`src/rtl/seven_seg_scanner.sv`:
```
// rtl/seven_seg_scanner.sv - four-digit multiplexed hex display scanner with frame-synchronous value commit
module seven_seg_scanner #(
    parameter int TICK_BITS = 18
) (
    input  logic        clock_100Mhz,
    input  logic        reset,
    input  logic [15:0] value,
    input  logic [3:0]  dp_in,
    input  logic        load,
    input  logic        blank_lz,
    output logic [3:0]  an,
    output logic [6:0]  seg,
    output logic        dp,
    output logic        frame_done,
    output logic        pending
);

    logic [TICK_BITS-1:0] prescale;
    logic                 tick;
    logic                 wrap;
    logic [1:0]           idx;
    logic [1:0]           idx_next;
    logic [15:0]          shown;
    logic [15:0]          shown_next;
    logic [3:0]           shown_dp;
    logic [3:0]           shown_dp_next;
    logic [15:0]          pend_val;
    logic [3:0]           pend_dp;
    logic [3:0]           nibble;
    logic                 blank;
    logic [6:0]           seg_next;
    logic                 dp_next;

    // A digit advances when the prescaler reaches all-ones; the 3->0 advance is the frame wrap.
    assign tick     = &prescale;
    assign wrap     = tick && (idx == 2'd3);
    assign idx_next = idx + 2'd1;

    // Free-running prescaler.
    always_ff @(posedge clock_100Mhz or posedge reset) begin
        if (reset) prescale <= '0;
        else       prescale <= prescale + {{(TICK_BITS-1){1'b0}}, 1'b1};
    end

    // Digit index advances once per tick.
    always_ff @(posedge clock_100Mhz or posedge reset) begin
        if (reset)     idx <= 2'd0;
        else if (tick) idx <= idx_next;
    end

    // The value the display will show after this edge; commits only land on a frame wrap.
    always_comb begin
        shown_next    = shown;
        shown_dp_next = shown_dp;
        if (wrap && pending) begin
            shown_next    = pend_val;
            shown_dp_next = pend_dp;
        end
    end

    // Displayed value, pending load register and its flag; a load on the wrap edge re-arms pending.
    always_ff @(posedge clock_100Mhz or posedge reset) begin
        if (reset) begin
            shown    <= '0;
            shown_dp <= '0;
            pend_val <= '0;
            pend_dp  <= '0;
            pending  <= 1'b0;
        end else begin
            shown    <= shown_next;
            shown_dp <= shown_dp_next;
            if (load) begin
                pend_val <= value;
                pend_dp  <= dp_in;
                pending  <= 1'b1;
            end else if (wrap) begin
                pending  <= 1'b0;
            end
        end
    end

    // Segment pattern for the digit being selected on this edge, using the post-commit value.
    always_comb begin
        nibble = shown_next[{idx_next, 2'b00} +: 4];
        case (idx_next)
            2'd1:    blank = blank_lz && (shown_next[15:4]  == 12'h000) && !shown_dp_next[1];
            2'd2:    blank = blank_lz && (shown_next[15:8]  == 8'h00)   && !shown_dp_next[2];
            2'd3:    blank = blank_lz && (shown_next[15:12] == 4'h0)    && !shown_dp_next[3];
            default: blank = 1'b0;
        endcase
        case (nibble)
            4'h0: seg_next = 7'h40;
            4'h1: seg_next = 7'h79;
            4'h2: seg_next = 7'h24;
            4'h3: seg_next = 7'h30;
            4'h4: seg_next = 7'h19;
            4'h5: seg_next = 7'h12;
            4'h6: seg_next = 7'h02;
            4'h7: seg_next = 7'h78;
            4'h8: seg_next = 7'h00;
            4'h9: seg_next = 7'h10;
            4'hA: seg_next = 7'h08;
            4'hB: seg_next = 7'h03;
            4'hC: seg_next = 7'h46;
            4'hD: seg_next = 7'h21;
            4'hE: seg_next = 7'h06;
            default: seg_next = 7'h0E;
        endcase
        dp_next = ~shown_dp_next[idx_next];
        if (blank) begin
            seg_next = 7'h7F;
            dp_next  = 1'b1;
        end
    end

    // Registered display drive, refreshed together with the digit index.
    always_ff @(posedge clock_100Mhz or posedge reset) begin
        if (reset) begin
            an  <= 4'b1110;
            seg <= 7'h40;
            dp  <= 1'b1;
        end else if (tick) begin
            an  <= ~(4'b0001 << idx_next);
            seg <= seg_next;
            dp  <= dp_next;
        end
    end

    // One-cycle pulse after every frame wrap.
    always_ff @(posedge clock_100Mhz or posedge reset) begin
        if (reset) frame_done <= 1'b0;
        else       frame_done <= wrap;
    end

endmodule

```
`config.mk`:
```
export PLATFORM = sky130hd
export DESIGN_NAME = seven_seg_scanner
export DESIGN_NICKNAME = d
export VERILOG_FILES = /design/src/rtl/seven_seg_scanner.sv
export SDC_FILE = /design/constraint.sdc
export NUM_CORES = 1
export LEC_CHECK = 0
export BUFFER_PORTS_ARGS = -buffer_cell sky130_fd_sc_hd__buf_2
export CAP_MARGIN = 25
export CELL_PAD_IN_SITES_DETAIL_PLACEMENT = 1
export CELL_PAD_IN_SITES_GLOBAL_PLACEMENT = 1
export CORE_MARGIN = 3
export CORE_UTILIZATION = 45
export CTS_BUF_LIST = sky130_fd_sc_hd__clkbuf_8
export DETAILED_ROUTE_END_ITERATION = 16
export PLACE_DENSITY = 0.81
export SYNTH_ARGS = -nofsm -noshare
export SYNTH_HDL_FRONTEND = slang
export SYNTH_SLANG_ARGS = --single-unit
export TNS_END_PERCENT = 1
```
`constraint.sdc`:
```
create_clock -name clock_100Mhz -period 7.2 [get_ports clock_100Mhz]
set_input_delay 0.72 -clock clock_100Mhz [delete_from_list [all_inputs] [get_ports clock_100Mhz]]
set_output_delay 0.72 -clock clock_100Mhz [all_outputs]
set_load 0.02 [all_outputs]
```
==> impl_metrics.yaml, run 1 <==
yosys:
  ys_seq_elements: 74
  ys_seq_area_share_pct: 52.5
  synth-main-ff-cell: "dfrtp_1"
  ys_async_sr_fraction_pct: 100
  syn-cell-area_um2: 3540
  synth_edf_count: 0
  synth_commonest_cells: "dfrtp_1 (69), mux2_2 (38), nor2_1 (21)"
  avgSynthCellArea_um2: 13.0
  synth_top_area_share_pct: 48.8
  yosysUniqueCellTypes: 44
  ys.warnings.count: 0
  synth_top_area_cell: "dfrtp_1"
  yosys-top-cells-area: "dfrtp_1 (49%), mux2_2 (12%), mux4_2 (4.5%)"
  synth_cells: 272
  yosysMostFrequentCell: "dfrtp_1"
  synthesis.nets: 308
clock_tree:
  insertion_delay_ps: 340
  cts_resized: 0
  cts_buffer_depth: 2
  cts_sinks: 74
  htree_levels: 3
  cts_root_buf: "clkbuf_8"
  numCtsBuffers: 9
  cts_setup_buffers: 0
  path_clk_slew_ps: 80
  cts_tree: "yes"
  hold_buffers: 0
route:
  routed_wl_um: 7550
  via_per_inst: 5.41
  drc: 0
  drt_first_pass_iters: 5
  post_drt_wl_per_cell_um: 18.1
  ant_nets: 0
  vias: 2251
  drtIter0Drc: 112
floorplanning:
  fp.coreArea_um2: 7450
  die-width_um: 94.7
  die_h_um: 94.7
  placementRows: 31
  dieArea_um2: 8970
  io_pins: 38
  initial_utilization_pct: 47.5
worst_setup_path:
  path_cells: "ha_1, nand3_1, nor3_4, nand3_2, mux2_1, mux4_2, inv_1, ha_1, inv_1, mux4_2, o22a_1"
  slowest_delay_ps: 640
  startpoint_type: "flip-flop"
  reg2regPathDepth: 11
  critPathArrivalTime_ps: 4120
  reg2reg_slack_ps: 3320
  crit_slowest_cell: "nand3_2"
  r2r_start: "prescale[0]"
  r2r_end: "seg[3]"
  cp_max_fo: 29
  critical_path_required_ps: 7430
  worstSetupPathType: "flip-flop to flip-flop"
  crit_path_end_kind: "flip-flop"
pwr:
  p_per_area_nw_per_um2: 200
  p_leak_nw: 1.91
  ir_drop_v: 0.000124
sta:
  setup_viol: 0
  tns_ps: 0
  period_share_pct: 53.9
  hold_ws_ps: 467
  fmax_mhz: 257
  rsz0062_at_grt: "false"
  drv_slew: 0
  period_minus_slack_ps: 3880
  skew_ps: 8.09
  slew_headroom_pct: 38.4
  worst_pin_slew_ps: 924
  hold_viol: 0
finish:
  n_antenna_cell: 0
  layout-drive-gt1-share_pct: 36.3
  nFillCells: 795
  nNetsFinal: 348
  postLayoutCellArea_um2: 4010
  area_growth_pct: 13.1
global_routing:
  grt_pass1_vias: 2513
  grt_use_total_pct: 18.8
  grt_pass1_wl_um: 12700
  overflow: 0
  antenna_found_initial: 0
  grt_max_degree: 75
worst_hold_path:
  worstHoldEndpoint: "prescale[0]"
  hold_path.class: "flip-flop to flip-flop"
  min_from: "prescale[0]"
  whs_path_depth: 1
flow_run:
  maxCapViolations: 0
outcome:
  status: "completed"
placed_design:
  numPortBuffers: 37
  placed_area_um2: 3800
  dpl.hpwl_um: 5330
  place_congestion: 0.761
[how the worst max path moves through the flow]
stage	from	to	slack, ps	depth (start not counted)
2_1_floorplan	idx[0]	seg[3]	4210	7
3_3_place_gp	prescale[0]	seg[3]	3510	11
3_5_place_dp	prescale[0]	seg[3]	3310	11
4_1_cts	prescale[0]	seg[3]	3290	11
5_1_grt	prescale[0]	seg[3]	3000	11
6_report	prescale[0]	seg[3]	3320	11
[state kept, by name (all words and copies together), names as in the netlist]
register / cells
pending: 1
pend_dp: 4
dp: 1
prescale: 18
shown: 16
an: 4
seg: 7
idx: 2
pend_val: 16
shown_dp: 4
frame_done: 1
[cell usage in the layout, fill, tap and decap left out, types with 2 or more instances in the layout]
cell type / Yosys / final
ha_1: 12 / 12
inv_2: 1 / 2
mux2i_1: 5 / 5
mux2i_4: 2 / 2
dfrtp_1: 69 / 69
a21oi_1: 6 / 6
nor3b_1: 2 / 2
o21ai_0: 6 / 6
xor2_1: 6 / 6
mux2_2: 38 / 38
nor2_1: 21 / 21
clkinvlp_4: 0 / 2
nor4_1: 3 / 3
mux2_4: 3 / 3
mux2_1: 2 / 2
nand3_1: 9 / 9
and3_1: 7 / 7
nand2_1: 8 / 8
clkinv_2: 0 / 2
or4_1: 3 / 3
nand4_1: 2 / 2
dfstp_2: 5 / 5
xnor2_1: 13 / 13
buf_2: 0 / 37
clkbuf_8: 0 / 10
o22a_1: 5 / 5
inv_1: 12 / 11
mux4_2: 7 / 7
[final cells by class]
cell class              instances  area (µm²)  area share [%]
clock inverters                 6        63.8            1.59
well taps                      99         124            3.09
inverters                      13        48.8            1.22
flip-flops and latches         74        1860            46.4
multi-input cells             176        1580            39.5
clock buffers                  10         138            3.44
repair buffers                 38         193            4.81
[power breakdown]
| group | total (W) | internal [W] | switching, W |
|---|---|---|---|
| Clock | 0.000331 | 0.000170 | 0.000161 |
| Combinational | 0.0000310 | 0.0000158 | 0.0000152 |
| Sequential | 0.000437 | 0.000427 | 0.0000107 |
| Total | 0.000799 | 0.000612 | 0.000187 |
[per-layer routing]
| layer | part of all wire [%] | global-route usage [%] |
|---|---|---|
| met1 | 46 | 24.9 |
| met2 | 50 | 30.5 |
| met3 | 3.2 | 4.30 |
| met4 | 0.79 | 6.25 |
| met5 | 0 | 0 |
[per-stage QoR]
step           power (W)  instances  utilization (%)  setup WS (ps)
3_5_place_dp    0.000478        400             51.1           3310
3_3_place_gp    0.000475        400             51.1           3510
4_1_cts         0.000807        416             53.8           3290
5_1_grt         0.000835        416             53.8           3000
2_1_floorplan   0.000461        272                -           4210
6_report        0.000799        416             53.8           3320
[worst max-delay path: cells and delay by family (launching register included)]
kind | cells | cell delay (ps)
AOI/OAI and AO/OA | 1 | 170
adders and majority gates | 2 | 400
buffers and inverters | 2 | 200
DFF | 1 | 380
muxes | 3 | 1560
and+or+nand+nor | 3 | 1040
[cells by family (layout without fill, tap and decap cells)]
logic type,count (synthesis),in the layout,share of synthesized area [%]
AO/OA/AOI/OAI,26,26,5.23
buffers and inverters,22,67,2.86
XOR/XNOR,19,19,4.70
AND/OR/NAND/NOR,62,62,9.36
adder cells (fa/ha/maj),12,12,4.24
multiplexers,57,57,21.1
flip-flops,74,74,52.5
Power figures use the tool's default switching activity.
==> run 2: changes to the inputs <==
- clock period: 7.2 -> 4.06 ns (I/O delays scaled with it)
==> run 2 against run 1 <==
  * Non-clock buffer count rose by 2
  * Global-route usage is 0.39 points higher
  * Via count increased by 1.3%
  * Cell area up 0.19%
  * Final cell count rose by 0.48%
  * Flip-flop and latch count is the same
  * Largest cell class unchanged
  * Routed wire length grew 0.61%
  * Critical endpoint unchanged
  * Setup slack got worse by 2600 ps
  * Sequential share of layout area down 0.087 points
==> impl_metrics.yaml, run 2 (synthesis gave the netlist of run 1 again) <==
route:
  drt_first_pass_iters: 4
  via_per_inst: 5.46
  drtIter0Drc: 95
  post_drt_wl_per_cell_um: 18.2
  wl_met2_um: 3720
  wl_met1_um: 3460
  routed_wl_um: 7590
  highest_layer: "met4"
  drc: 0
  ant_nets: 0
  met3_length_um: 291
  vias: 2281
clock_tree:
  numCtsBuffers: 9
  cts_sinks: 74
  htree_levels: 3
  cts_root_buf: "clkbuf_8"
  cts_resized: 0
  hold_buffers: 0
  cts_tree: "yes"
  cts_setup_buffers: 0
  path_clk_slew_ps: 80
  cts_buffer_depth: 2
  insertion_delay_ps: 350
pwr:
  p_per_area_nw_per_um2: 349
  p_leak_nw: 1.92
  ir_drop_v: 0.000164
finish:
  layout-drive-gt1-share_pct: 36.7
  layout_common_cells: "dfrtp_1 (69), mux2_2 (38), buf_2 (37)"
  reg_top3: "prescale x18, pend_val x16, shown x16"
  final_util_pct: 53.9
  n_antenna_cell: 0
  postLayoutCellArea_um2: 4010
  nNetsFinal: 350
  regMostFlops: "prescale"
  area_growth_pct: 13.4
  largest_register_ffs: 18
  final_common_cell: "dfrtp_1"
worst_setup_path:
  crit_buf_inv: 2
  startpoint_type: "flip-flop"
  critical_path_required_ps: 4300
  critPathArrivalTime_ps: 3580
  cp_max_fo: 9
  crit_slowest_cell: "mux4_2"
  path_cells: "ha_1, nand3_1, nor3_4, nand3_2, mux2_1, mux4_2, inv_1, ha_1, inv_1, mux4_2, o22a_1"
  critPathTopFamily: "multiplexers"
  crit_path_end_kind: "flip-flop"
  slowest_delay_ps: 520
  worstSetupPathType: "flip-flop to flip-flop"
sta:
  hold_viol: 0
  setup_viol: 0
  hold_ws_ps: 184
  skew_ps: 10.6
  slew_headroom_pct: 50.2
  fmax_mhz: 300
  period_share_pct: 82.2
  setup_ws_ps: 725
  tns_ps: 0
  worst_pin_slew_ps: 746
  rsz0062_at_grt: "false"
  period_minus_slack_ps: 3340
  drv_slew: 0
placed_design:
  placed_area_um2: 3820
  place_congestion: 0.813
  numPortBuffers: 37
  pre_cts_ws_ps: 712
  dpl.hpwl_um: 5490
global_routing:
  antenna_found_initial: 0
  overflow: 0
  grt_pass1_vias: 2522
  grt_max_degree: 40
  grt_pass1_wl_um: 13100
  grt_use_total_pct: 19.2
worst_hold_path:
  hold_path.class: "primary input to asynchronous set/reset pin"
floorplanning:
  die_h_um: 94.7
  initial_utilization_pct: 47.5
  fp.coreArea_um2: 7450
  dieArea_um2: 8970
  io_pins: 38
  die-width_um: 94.7
  placementRows: 31
flow_run:
  maxCapViolations: 0
outcome:
  status: "completed"
run 2: per-layer routing:
layer	up-vias	GRT usage, %
li1	1049	-
met1	1166	25.7
met2	54	30.4
met3	12	4.14
met4	0	7.69
met5	-	0
run 2: layout make-up:
type | count | area, µm²
inverter | 13 | 48.8
clock buffer | 9 | 124
timing repair buffer | 40 | 208
sequential | 74 | 1860
fill | 802 | 3430
clock inverter | 7 | 70.1
tap | 99 | 124
multi-input combinational | 176 | 1580
run 2: stage by stage:
step | instances | total power, W
after global routing | 418 | 0.00146
after floorplan | 272 | 0.000818
final | 418 | 0.00140
after global placement | 402 | 0.000843
after detailed placement | 402 | 0.000847
after CTS | 418 | 0.00141
run 2: power breakdown:
group | internal [W] | switching, W
combinational | 0.0000281 | 0.0000272
sequential | 0.000757 | 0.0000193
clock | 0.000283 | 0.000286
total | 0.00107 | 0.000332
run 2: worst paths after layout:
path                              from           end  slack, ps  cells past startpoint
min reg2reg                prescale[0]   prescale[0]        460                      1
min                              reset      shown[2]        180                      2
max                        prescale[0]        seg[3]        720                     11
min in group clock_100Mhz    value[14]  pend_val[14]        280                      2
max reg2reg                prescale[0]        seg[3]        720                     11
max in group asynchronous        reset         an[1]       2870                      3
